--- src/rtl/ctrl_pkg.sv ---
// Shared state encoding and select priority encoder for the control bank.
// Optional undo support is enabled with CTRL_UNDO_EN.
package ctrl_pkg;

    typedef enum logic [1:0] {
        S_EDIT   = 2'd0,
        S_COMMIT = 2'd1,
        S_HOLD   = 2'd2
    } state_t;

    // Lowest set bit wins; zero input yields index 0.
    function automatic logic [2:0] lowest_set(input logic [7:0] v);
        logic [2:0] idx;
        idx = '0;
        for (int i = 7; i >= 0; i--) begin
            if (v[i]) idx = 3'(i);
        end
        return idx;
    endfunction

endpackage

--- src/rtl/ctrl_chan_reg.sv ---
// Per-channel committed setting and live mode storage.
// With CTRL_UNDO_EN a load also moves the old setting into prev.
module ctrl_chan_reg #(
    parameter int DATA_W = 8,
    parameter int MODE_W = 2
) (
    input  logic              clock,
    input  logic              reset,
    input  logic              load,
    input  logic [DATA_W-1:0] load_d,
    input  logic              mode_we,
    input  logic [MODE_W-1:0] mode_d,
`ifdef CTRL_UNDO_EN
    output logic [DATA_W-1:0] prev,
`endif
    output logic [DATA_W-1:0] data,
    output logic [MODE_W-1:0] mode
);

    always_ff @(posedge clock or negedge reset) begin
        if (!reset) begin
            data <= '0;
            mode <= '0;
`ifdef CTRL_UNDO_EN
            prev <= '0;
`endif
        end else begin
            if (load) begin
                data <= load_d;
`ifdef CTRL_UNDO_EN
                prev <= data;
`endif
            end
            if (mode_we) mode <= mode_d;
        end
    end

endmodule

--- src/rtl/ctrl_bank_fsm.sv ---
// Front-panel control router: select, stage and commit per-channel settings.
// Optional undo (swap with previous setting) is enabled with CTRL_UNDO_EN.
module ctrl_bank_fsm
    import ctrl_pkg::*;
#(
    parameter int NUM_CH = 3,
    parameter int DATA_W = 8,
    parameter int MODE_W = 2,
    parameter int SEL_W  = 3
) (
    input  logic                       clock,
    input  logic                       reset,
    input  logic [NUM_CH-1:0]          sel_req,
    input  logic [DATA_W-1:0]          data_in,
    input  logic [MODE_W-1:0]          mode_in,
    input  logic                       enter,
`ifdef CTRL_UNDO_EN
    input  logic                       undo,
`endif
    output logic [NUM_CH*DATA_W-1:0]   ch_data,
    output logic [NUM_CH*MODE_W-1:0]   ch_mode,
    output logic [NUM_CH-1:0]          commit_pulse,
    output logic [NUM_CH-1:0]          dirty,
    output logic [SEL_W+MODE_W+DATA_W-1:0] status
);

    state_t            state;
    logic [SEL_W-1:0]  active_ch;
    logic [DATA_W-1:0] staged;
    logic              enter_q;
    logic              armed;

    logic [DATA_W-1:0] data_arr [NUM_CH];
    logic [MODE_W-1:0] mode_arr [NUM_CH];
    logic [NUM_CH-1:0] act_oh;
    logic [NUM_CH-1:0] load;
    logic [DATA_W-1:0] load_d;
    logic [DATA_W-1:0] cur_data;
    logic [MODE_W-1:0] cur_mode;
    logic [7:0]        sel_pad;
    logic              sel_any;
    logic              enter_rise;

`ifdef CTRL_UNDO_EN
    logic [DATA_W-1:0] prev_arr [NUM_CH];
    logic [DATA_W-1:0] cur_prev;
    logic              undo_q;
    logic              undo_go;
`endif

    assign sel_pad = 8'(sel_req);
    assign sel_any = |sel_req;
    // armed blocks a commit while enter is still held from reset
    assign enter_rise = enter & ~enter_q & armed;

    always_comb begin
        act_oh   = '0;
        cur_data = '0;
        cur_mode = '0;
`ifdef CTRL_UNDO_EN
        cur_prev = '0;
`endif
        for (int k = 0; k < NUM_CH; k++) begin
            if (active_ch == SEL_W'(k)) begin
                act_oh[k] = 1'b1;
                cur_data  = data_arr[k];
                cur_mode  = mode_arr[k];
`ifdef CTRL_UNDO_EN
                cur_prev  = prev_arr[k];
`endif
            end
        end
    end

    always_comb begin
        load   = '0;
        load_d = staged;
`ifdef CTRL_UNDO_EN
        undo_go = (state == S_EDIT) & undo & ~undo_q
                & ~sel_any & ~enter_rise;
`endif
        if (state == S_COMMIT) begin
            load = act_oh;
        end
`ifdef CTRL_UNDO_EN
        // reloading with prev swaps it with the current setting
        else if (undo_go) begin
            load   = act_oh;
            load_d = cur_prev;
        end
`endif
    end

    for (genvar k = 0; k < NUM_CH; k++) begin : g_ch
        ctrl_chan_reg #(
            .DATA_W (DATA_W),
            .MODE_W (MODE_W)
        ) u_chan (
            .clock   (clock),
            .reset   (reset),
            .load    (load[k]),
            .load_d  (load_d),
            .mode_we (act_oh[k]),
            .mode_d  (mode_in),
`ifdef CTRL_UNDO_EN
            .prev    (prev_arr[k]),
`endif
            .data    (data_arr[k]),
            .mode    (mode_arr[k])
        );
        assign ch_data[k*DATA_W +: DATA_W] = data_arr[k];
        assign ch_mode[k*MODE_W +: MODE_W] = mode_arr[k];
    end

    always_ff @(posedge clock or negedge reset) begin
        if (!reset) begin
            state        <= S_EDIT;
            active_ch    <= '0;
            staged       <= '0;
            enter_q      <= 1'b0;
            armed        <= 1'b0;
            commit_pulse <= '0;
            dirty        <= '0;
            status       <= '0;
`ifdef CTRL_UNDO_EN
            undo_q       <= 1'b0;
`endif
        end else begin
            enter_q      <= enter;
            armed        <= armed | ~enter;
            commit_pulse <= load;
            dirty        <= (staged != cur_data) ? act_oh : '0;
            status       <= {active_ch, cur_mode, cur_data};
`ifdef CTRL_UNDO_EN
            undo_q       <= undo;
`endif
            unique case (state)
                S_EDIT: begin
                    if (sel_any) begin
                        active_ch <= SEL_W'(lowest_set(sel_pad));
                        staged    <= '0;
                    end else begin
                        staged <= data_in;
                        if (enter_rise) state <= S_COMMIT;
                    end
                end
                S_COMMIT: state <= S_HOLD;
                S_HOLD: begin
                    if (!enter) state <= S_EDIT;
                end
                default: state <= S_EDIT;
            endcase
        end
    end

endmodule

--- config.mk ---
export PLATFORM = sky130hd
export DESIGN_NAME = ctrl_bank_fsm
export DESIGN_NICKNAME = d
export VERILOG_FILES = /design/src/rtl/ctrl_pkg.sv /design/src/rtl/ctrl_chan_reg.sv /design/src/rtl/ctrl_bank_fsm.sv
export SDC_FILE = /design/constraint.sdc
export NUM_CORES = 1
export LEC_CHECK = 0
export ABC_CLOCK_PERIOD_IN_PS = 2100
export BUFFER_PORTS_ARGS = -buffer_cell sky130_fd_sc_hd__clkbuf_2
export CAP_MARGIN = 15
export CORE_MARGIN = 4
export CORE_UTILIZATION = 40
export CTS_BUF_LIST = sky130_fd_sc_hd__clkbuf_8
export DETAILED_ROUTE_END_ITERATION = 8
export GPL_ROUTABILITY_DRIVEN = 0
export HOLD_SLACK_MARGIN = 0.12
export MAX_ROUTING_LAYER = met4
export PLACE_DENSITY = 0.65
export SLEW_MARGIN = 20
export SYNTH_ARGS = -nofsm -noshare
export SYNTH_HDL_FRONTEND = slang
export SYNTH_HIERARCHICAL = 1
export SYNTH_SLANG_ARGS = --single-unit
--- constraint.sdc ---
create_clock -name clock -period 2.1 [get_ports clock]
set_clock_uncertainty 0.15 [all_clocks]
set_input_delay 0.42 -clock clock [delete_from_list [all_inputs] [get_ports clock]]
set_output_delay 0.42 -clock clock [all_outputs]
set_load 0.005 [all_outputs]
==> metrics.md, run 1 <==
| Metric | Value |
|---|---|
| Crit share post-route | `94.2%` |
| Syn_area_per_cell | `13.0 um^2` |
| DP Wirelength | `4510 um` |
| Die W | `93.6 um` |
| Via count | `1983` |
| WHS Endpoint | `load_d[0]` |
| Distinct cells, synth | `25` |
| R2r setup slk | `0.12 ns` |
| Startpoint type of the worst setup path | `flip-flop` |
| Hold Path Depth | `2` |
| Worst-path maximum fanout | `18` |
| Final setup TNS | `0 ns` |
| Worst-case vdd ir drop | `0.329 mV` |
| Diodes inserted | `0` |
| Critical Path Start | `active_ch[1]` |
| DR DRC count | `0` |
| Nets@finish | `316` |
| CP endpoint kind | `flip-flop` |
| Row cnt | `30` |
| R2R Path Start | `active_ch[1]` |
| RSZ-0062 raised after global routing | `no` |
| Top-Level Pins | `65` |
| Die Y | `93.6 um` |
| First-pass detailed-route iteration total | `4` |
| Netlist Area Pre-Place | `0.00293 mm^2` |
| Total core area | `0.00694 mm^2` |
| Yosys warns | `6` |
| Vias in the first global route | `1999` |
| WL per Instance | `15.7 um` |
| Root buffer cell | `clkbuf_8` |
| Initial antenna violation count | `0` |
| Worst hold path class | `input pin to flip-flop` |
| H-tree depth | `3` |
| Yosys top cell by area | `dfrtp_1` |
| GRT overflow | `0` |
| Largest net degree at the start of global routing | `63` |
| Setup CP Type | `flip-flop to flip-flop` |
| Clock slew at reported path FFs | `0.07 ns` |
| R2R depth | `5` |
| Register area share after synthesis | `52.9%` |
| Top cells by area, synth | `dfrtp_1 (53%), mux2_4 (14%), mux2_2 (3.8%)` |
| R2R Path End | `dirty[0]` |
| Die ar. | `0.00877 mm^2` |
| Global-route wire length before repair | `10800 um` |
| Vias per cell | `4.95` |
| P_leak | `1.83 nW` |
| Worst EP required | `2.15 ns` |
| Finished Core Util | `52.5%` |
| Antenna Violating Nets Remaining | `0` |
| Drt first-iter violations | `108` |
| Clk_lat worst skew | `0.34 ns` |
| Seq cells post-synth | `62` |
| Max Clk Rate | `505 MHz` |
| Status | `finished, final reports clean` |
| Clk buf depth | `2` |
| Num CTS Buffers | `9` |
| Setup violations, final | `0` |
| Initial core utilization | `42.3%` |
| IO buf count | `63` |
| Gate Count Post-Synth | `225` |
| Max-Cap Viols | `0` |
| CTS tree | `done` |
| Total routed wirelength | `6320 um` |
| Total GRT Usage | `16.6%` |
| Share of layout cells above drive strength 1 | `45.2%` |
| Minimum clock period | `1.98 ns` |
| Hold path start | `data_in[0]` |
| Final slew viol count | `0` |
| WP data arrival | `2.03 ns` |
| Area delta synth->final | `24.2%` |
| Pwr Density | `817 mW/mm^2` |
| Syn Nets | `241` |
| Hold Vio Cnt, Final | `0` |
| Yosys top cell area share | `52.9%` |
| Clock tree sinks | `62` |
==> timing repair <==
item / CTS / global route
endpoints found under the hold margin: 63 / 0
setup buffers: 0 / 0
hold buffers: 2 / 0
gates resized for setup: 0 / 1
setup endpoints to repair: 0 / 3
==> where the power goes <==
| part | switching [mW] | total, mW | internal [mW] |
|---|---|---|---|
| Sequential | 0.0635 | 1.34 | 1.28 |
| Clock | 0.464 | 1.22 | 0.759 |
| Combinational | 0.193 | 0.410 | 0.217 |
| Total | 0.721 | 2.98 | 2.26 |
==> sequential cells by signal (all words and copies together), names as in the netlist, 2 cells and up <==
signal            flops
active_ch             2
commit_pulse          3
dirty                 3
g_ch.u_chan/data     24
g_ch.u_chan/mode      6
load_d                8
state                 2
status               12
==> cells by family (layout without fill, tap and decap cells) <==
| family | after synthesis | after routing | synth area share (%) |
|---|---|---|---|
| other cells | 1 | 1 | 0.128 |
| buf+inv | 17 | 97 | 3.92 |
| compound gates | 37 | 37 | 9.98 |
| simple gates | 68 | 68 | 14.2 |
| mux | 40 | 40 | 18.8 |
| flops | 62 | 62 | 52.9 |
==> cells in the mapped netlist <==
library cell / number
a22oi_2: 4
o21ai_0: 4
dfrtp_1: 62
conb_1: 1
clkbuf_1: 5
or3_1: 8
and4b_1: 9
nor2b_1: 17
mux2_4: 28
a221oi_2: 1
mux2_2: 10
a221oi_1: 7
buf_4: 1
nor4_2: 1
mux2i_1: 2
buf_2: 2
a22o_1: 8
nand2b_1: 12
nor2_1: 15
nand2_1: 4
a21oi_1: 10
buf_6: 6
or2_2: 2
a41oi_1: 3
inv_1: 3
==> stage by stage <==
step           power (mW)  std cells  setup WS [ns]  area [um^2]  hold slack, ns
2_1_floorplan        1.60        225          0.252         2930         -0.0256
3_3_place_gp         1.77        383          0.126         3390           0.293
5_1_grt              3.12        401         0.0211         3640           0.127
3_5_place_dp         1.78        383         0.0268         3390           0.302
6_report             2.98        401          0.121         3640           0.138
4_1_cts              3.00        401         0.0202         3640           0.124
==> metal layers <==
layer	share of wire, %	wire length (um)	track usage, %	vias to the layer above
met2	44	2760	22.5	52
met4	1.3	80	6.50	0
met3	5.4	339	4.99	6
met1	50	3140	23.2	964
li1	-	-	-	961
met5	0	0	-	-
==> final cells by class <==
type,count,area [um^2]
fill,614,3300
sequential,62,1550
multi-input combinational,146,1270
timing repair buffer,78,458
clock buffer,12,165
tap,96,120
clock inverter,4,68.8
inverter,3,11.3
==> worst max-delay path by stage <==
stage                             endpoint  slack [ns]  depth (start not counted)
CTS                               dirty[0]        0.02                          5
global placement                  dirty[2]        0.13                          5
floorplan           g_ch[0].u_chan/data[0]        0.25                          6
global route                      dirty[0]        0.02                          5
finish                            dirty[0]        0.12                          5
detailed placement                dirty[0]        0.03                          5
==> cells in the final DEF (no fill, tap or decap), types with 7 or more instances in the layout <==
master | netlist | final
nor2b_1 | 17 | 17
and4b_1 | 9 | 9
nand2b_1 | 12 | 12
mux2_2 | 10 | 10
a221oi_1 | 7 | 7
clkbuf_8 | 0 | 12
buf_4 | 1 | 11
or3_1 | 8 | 8
a21oi_1 | 10 | 10
nor2_1 | 15 | 15
dfrtp_1 | 62 | 61
clkbuf_2 | 0 | 63
a22o_1 | 8 | 8
mux2_4 | 28 | 28
==> worst max-delay path, stage by stage, from the launching register on <==
cell and delay [ns]:
dfrtp_2 0.46, buf_12 0.18, mux2_2 0.36, or3_1 0.32
a22oi_2 0.20, a41oi_1 0.16
(Power assumes the default switching activity.)
==> run 2: changes to the inputs <==
Settings changed: GPL_TIMING_DRIVEN set to 0.
==> run 2 against run 1 <==
  * Non-clock buffer count up 2
  * Core utilization up 0.34 points
  * Final cell count up 0.50%
  * Register-to-register slack worse by 0.03 ns
  * Critical path depth unchanged
==> metrics.md, run 2 (same netlist as run 1, synthesis figures left out) <==
| Metric | Value |
|---|---|
| GRT overflow | `0 (unchanged)` |
| Clock slew at reported path FFs | `0.07 ns (about the same)` |
| Minimum clock period | `2.01 ns (+0.0330 ns)` |
| FILL cells | `629 (+2.4%)` |
| Final instance area | `0.00367 mm^2 (+0.65%)` |
| Via count | `2016 (+1.7%)` |
| Num CTS Buffers | `9 (unchanged)` |
| Clock power share | `40.3% (-0.8 points)` |
| Clk buf depth | `2 (unchanged)` |
| Logic pwr share | `14.6% (+0.8 points)` |
| R2R Path End | `dirty[2]` |
| GR Util met2 | `22.9% (+0.42 points)` |
| Nets@finish | `318 (+0.63%)` |
| Max-Cap Viols | `0 (unchanged)` |
| Final slew viol count | `0 (unchanged)` |
| RSZ-0062 raised after global routing | `no` |
| CP endpoint kind | `flip-flop` |
| Hold Vio Cnt, Final | `0 (unchanged)` |
| R2R Path Start | `active_ch[1]` |
| Initial antenna violation count | `0 (unchanged)` |
| Worst-path maximum fanout | `3 (-15)` |
| Commonest cells after routing, fill and taps aside | `clkbuf_2 (64), dfrtp_1 (62), mux2_4 (28), nor2b_1 (17), nor2_1 (15)` |
| Global-route wire length before repair | `10400 um (-3.1%)` |
| Total routed wirelength | `6480 um (+2.5%)` |
| Setup violations, final | `0 (unchanged)` |
| Largest Register | `g_ch.u_chan/data` |
| Hold path start | `data_in[3]` |
| Share of layout cells above drive strength 1 | `45.6% (+0.36 points)` |
| Die W | `93.6 um (unchanged)` |
| WHS Endpoint | `load_d[3]` |
| Worst EP required | `2.14 ns (about the same)` |
| CP Cell Sequence | `buf_4 -> mux2_2 -> or3_1 -> a22oi_2 -> a41oi_1` |
| Sw power | `0.703 mW (-2.4%)` |
| Root buffer cell | `clkbuf_8` |
| Startpoint type of the worst setup path | `flip-flop` |
| Total GRT Usage | `16.3% (-0.32 points)` |
| IO buf count | `63 (unchanged)` |
| CTS tree | `done` |
| Drt first-iter violations | `79 (-27%)` |
| Top-Level Pins | `65 (unchanged)` |
| Area delta synth->final | `25.0%` |
| CP max stage cell | `dfrtp_1` |
| Non-Filler Instances | `403 (+0.50%)` |
| Vias per cell | `5.00 (+1.2%)` |
| Sw Share | `23.7% (-0.46 points)` |
| Pwr Density | `808 mW/mm^2 (-1.1%)` |
| Total core area | `0.00694 mm^2 (unchanged)` |
| Placed standard-cell area | `0.00339 mm^2 (+0.11%)` |
| CP max stage delay | `0.39 ns (-0.07 ns)` |
| Met1 usage | `22.3% (-0.89 points)` |
| Antenna Violating Nets Remaining | `0 (unchanged)` |
| Clock tree sinks | `62 (unchanged)` |
| Int Pwr | `2.26 mW (+0.14%)` |
| Power share of the sequential group | `45.1% (about the same)` |
| Worst setup margin | `0.0884 ns (-0.0330 ns)` |
| Setup CP Type | `flip-flop to flip-flop` |
| First-pass detailed-route iteration total | `4 (unchanged)` |
| Crit share post-route | `95.8% (+1.6 points)` |
| DP Wirelength | `4700 um (+4.1%)` |
| Least-Margin Pin Slew | `0.831 ns` |
| R2r setup slk | `0.09 ns (-0.03 ns)` |
| Largest net degree at the start of global routing | `40 (-37%)` |
| Max Clk Rate | `497 MHz (-1.6%)` |
| Clk_lat worst skew | `0.34 ns (about the same)` |
| Met3 usage | `2.90% (-2.1 points)` |
| R2R depth | `5 (unchanged)` |
| Worst-case vdd ir drop | `0.300 mV (-8.8%)` |
| Die ar. | `0.00877 mm^2 (unchanged)` |
| Final setup TNS | `0 ns (unchanged)` |
| Initial core utilization | `42.3% (unchanged)` |
| Row cnt | `30 (unchanged)` |
| Dpl cells | `385 (+0.52%)` |
| H-tree depth | `3 (unchanged)` |
| WL per Instance | `16.1 um (+2.0%)` |
| Max_slew headroom | `44.2%` |
| Most Crowded Layer GR | `met2` |
| Fin Hold WS | `0.146 ns (+0.00897 ns)` |
| Placement Setup Slack | `-0.0581 ns (-0.0849 ns)` |
| Worst hold path class | `input pin to flip-flop` |
| P_leak | `1.83 nW (+0.41%)` |
| Diodes inserted | `0 (unchanged)` |
| Die Y | `93.6 um (unchanged)` |
| Max reg flops | `24 (unchanged)` |
| Hold Path Depth | `2 (unchanged)` |
| Most common cell after layout, fill and taps aside | `clkbuf_2` |
| Vias in the first global route | `1908 (-4.6%)` |
| DR DRC count | `0 (unchanged)` |
| WP data arrival | `2.05 ns (+0.02 ns)` |
| Status | `finished, final reports clean` |
## run 2: changes by cell type in the layout (fill, tap and decap cells not counted), sizes merged
cell    delta
buf        -1
clkbuf     +3
## run 2: how the worst max path moves through the flow
stage | start | to | slack, ns | cells after the start
after floorplan | active_ch[0] | g_ch[0].u_chan/data[0] | 0.25 | 6
final | active_ch[1] | dirty[2] | 0.09 | 5
after global routing | active_ch[0] | dirty[2] | 0.00005 | 6
after global placement | active_ch[0] | status[8] | -0.09 | 5
after CTS | active_ch[0] | dirty[0] | 0.04 | 5
after detailed placement | active_ch[0] | status[8] | -0.06 | 5
## run 2: stage by stage
stage / total power [mW] / util (%)
finish: 2.96 / 52.8
CTS: 2.99 / 52.5
floorplan: 1.60 / -
detailed placement: 1.79 / 48.8
global route: 3.10 / 52.8
global placement: 1.78 / 48.5
## run 2: power groups by stage
stage	sequential (mW)	clock, mW	combinational (mW)
detailed placement	1.36	0	0.430
CTS	1.34	1.22	0.433
global route	1.35	1.28	0.478
global placement	1.36	0	0.418
floorplan	1.36	0	0.239
finish	1.34	1.19	0.434
## run 2: what timing repair did
| action | CTS | global route |
|---|---|---|
| resized for setup | 1 | 7 |
| setup endpoints to repair | 18 | 3 |
| buffers inserted | 0 | 1 |
| pin swaps | 0 | 1 |
| gates cloned | 0 | 0 |
| hold buffers | 2 | 0 |
| endpoints found under the hold margin | 24 | 0 |
## run 2: routing by layer
layer  wire length (um)  up-vias
met5                  0        -
met4                211        0
met3                233       16
met2               2850       52
met1               3180      978
li1                   -      970
## run 2: critical path: cells and delay by family, from the launching register on
kind / cells / cell delay [ns]
simple gates: 1 / 0.33
flops: 1 / 0.39
buf+inv: 1 / 0.14
mux: 1 / 0.37
compound gates: 2 / 0.47
## run 2: cell type report
class	instances	area [um^2]	share of cell area, %
flip-flops and latches	62	1550	42.3
multi-input cells	146	1280	34.9
repair buffers	67	365	9.96
clock buffers	12	165	4.50
well taps	96	120	3.28
plain buffers	13	104	2.83
clock inverters	4	68.8	1.88
inverters	3	11.3	0.307
==> run 3: changes to the inputs <==
Settings changed: RECOVER_POWER set to 50.
==> run 3 against run 2 <==
  * Sequential power hardly changed
  * Non-clock buffer count stayed put
  * Total power is 0.15% lower
  * Highest routed layer unchanged
==> metrics.md, run 3 (same netlist as run 1, synthesis figures left out) <==
| Metric | Value |
|---|---|
| Status | `finished, final reports clean` |
| Total routed wirelength | `6490 um (+0.25%)` |
| Clock slew at reported path FFs | `0.07 ns (about the same)` |
| Final setup TNS | `0 ns (unchanged)` |
| Row cnt | `30 (unchanged)` |
| Sw power | `0.703 mW (about the same)` |
| Top-Level Pins | `65 (unchanged)` |
| GRT overflow | `0 (unchanged)` |
| Total core area | `0.00694 mm^2 (unchanged)` |
| WL per Instance | `16.1 um (+0.25%)` |
| RSZ-0062 raised after global routing | `no` |
| Total GRT Usage | `16.3% (unchanged)` |
| Clk buf depth | `2 (unchanged)` |
| First-pass detailed-route iteration total | `4 (unchanged)` |
| IO buf count | `63 (unchanged)` |
| Nets@finish | `318 (unchanged)` |
| Die Y | `93.6 um (unchanged)` |
| Initial antenna violation count | `0 (unchanged)` |
| Antenna Violating Nets Remaining | `0 (unchanged)` |
| WP data arrival | `2.05 ns (about the same)` |
| Finished Core Util | `52.6% (-0.18 points)` |
| Clock power share | `40.3% (about the same)` |
| Max-Cap Viols | `0 (unchanged)` |
| Worst-path maximum fanout | `3 (unchanged)` |
| Via count | `2021 (+0.25%)` |
| P_leak | `1.81 nW (-1.4%)` |
| Share of layout cells above drive strength 1 | `43.0% (-2.6 points)` |
| Drt first-iter violations | `81 (+2.5%)` |
| Pwr Density | `810 mW/mm^2 (+0.20%)` |
| CTS tree | `done` |
| Final instance area | `0.00365 mm^2 (-0.34%)` |
| Max reg flops | `24 (unchanged)` |
| Worst setup margin | `0.0874 ns (-0.000959 ns)` |
| Num CTS Buffers | `9 (unchanged)` |
| Most common cell after layout, fill and taps aside | `dfrtp_1` |
| Largest Register | `g_ch.u_chan/data` |
| Hold Vio Cnt, Final | `0 (unchanged)` |
| Vias in the first global route | `1908 (unchanged)` |
| Int Pwr | `2.26 mW (-0.19%)` |
| Minimum clock period | `2.01 ns (+0.000959 ns)` |
| Worst EP required | `2.14 ns (about the same)` |
| Setup violations, final | `0 (unchanged)` |
| Diodes inserted | `0 (unchanged)` |
| Vias per cell | `5.01 (+0.25%)` |
| Placed standard-cell area | `0.00339 mm^2 (unchanged)` |
| Global-route wire length before repair | `10400 um (unchanged)` |
| Worst hold path class | `input pin to flip-flop` |
| Worst-case vdd ir drop | `0.300 mV (-0.14%)` |
| Final slew viol count | `0 (unchanged)` |
| Die ar. | `0.00877 mm^2 (unchanged)` |
| CP endpoint kind | `flip-flop` |
| Clock tree sinks | `62 (unchanged)` |
| Die W | `93.6 um (unchanged)` |
| Initial core utilization | `42.3% (unchanged)` |
| Max_slew headroom | `16.4% (-28 points)` |
| Placement Setup Slack | `-0.0581 ns (unchanged)` |
| Sw Share | `23.8% (+0.034 points)` |
| Crit share post-route | `95.8% (about the same)` |
| DR DRC count | `0 (unchanged)` |
| Power share of the sequential group | `45.2% (about the same)` |
| Logic pwr share | `14.5% (about the same)` |
| Clk_lat worst skew | `0.34 ns (about the same)` |
| DP Wirelength | `4700 um (unchanged)` |
| Largest net degree at the start of global routing | `40 (unchanged)` |
| Area delta synth->final | `24.6%` |
| Commonest cells after routing, fill and taps aside | `dfrtp_1 (62), clkbuf_2 (57), mux2_4 (28), nor2b_1 (17), nor2_1 (15)` |
| H-tree depth | `3 (unchanged)` |
| Root buffer cell | `clkbuf_8` |
| Startpoint type of the worst setup path | `flip-flop` |
| FILL cells | `635 (+0.95%)` |
| Max Clk Rate | `497 MHz (about the same)` |
| Least-Margin Pin Slew | `1.25 ns (+0.423 ns)` |
| Setup CP Type | `flip-flop to flip-flop` |
run 3: cell counts in the layout (fill, tap and decap cells not counted):
Identical to the previous run, type by type.
run 3: layout make-up:
class,count,area [um^2],area share (%)
sequential,62,1550,42.5
multi-input combinational,146,1280,35.1
timing repair buffer,67,353,9.65
clock buffer,12,165,4.52
tap,96,120,3.29
buffer,13,104,2.84
clock inverter,4,68.8,1.88
inverter,3,11.3,0.308
run 3: metrics by stage:
| step | hold slack, ns | std cells | power (mW) |
|---|---|---|---|
| floorplan | -0.0256 | 225 | 1.60 |
| global placement | 0.244 | 384 | 1.78 |
| CTS | 0.135 | 402 | 2.99 |
| global route | 0.152 | 403 | 3.10 |
| detailed placement | 0.215 | 385 | 1.79 |
| finish | 0.147 | 403 | 2.96 |
run 3: power by group through the flow:
| stage | combinational [mW] | clock [mW] | sequential (mW) |
|---|---|---|---|
| after global routing | 0.474 | 1.28 | 1.35 |
| after CTS | 0.433 | 1.22 | 1.34 |
| after global placement | 0.418 | 0 | 1.36 |
| final | 0.430 | 1.19 | 1.34 |
| after detailed placement | 0.430 | 0 | 1.36 |
| after floorplan | 0.239 | 0 | 1.36 |
run 3: routing by layer:
metal	GRT usage (%)	part of all wire (%)	vias to the layer above
li1	-	-	971
met1	22.3	49	980
met2	22.9	44	54
met3	2.90	3.8	16
met4	8.66	3.3	0
met5	-	0	-
run 3: critical path: stages, from the launching register on:
cell	delay, ns
dfrtp_1	0.39
buf_4	0.14
mux2_2	0.37
or3_1	0.33
a22oi_2	0.29
a41oi_1	0.18
run 3: path summary, 6_finish.rpt:
path | cells after the start | from | slack [ns] | end
setup / recovery | 5 | active_ch[1] | 0.09 | dirty[2]
hold / removal | 2 | data_in[3] | 0.15 | load_d[3]
setup reg to reg | 5 | active_ch[1] | 0.09 | dirty[2]
hold reg to reg | 0 | active_ch[0] | 0.24 | status[10]
max in group asynchronous | 3 | reset | 0.27 | enter_q
min in group asynchronous | 2 | reset | 0.72 | g_ch[1].u_chan/data[1]
run 3: timing repair:
item	CTS	global route
endpoints found under the setup margin	18	3
hold endpoints to repair	24	0
gates resized for setup	1	7
setup buffers	0	1
hold buffers	2	0
pin swaps	0	1
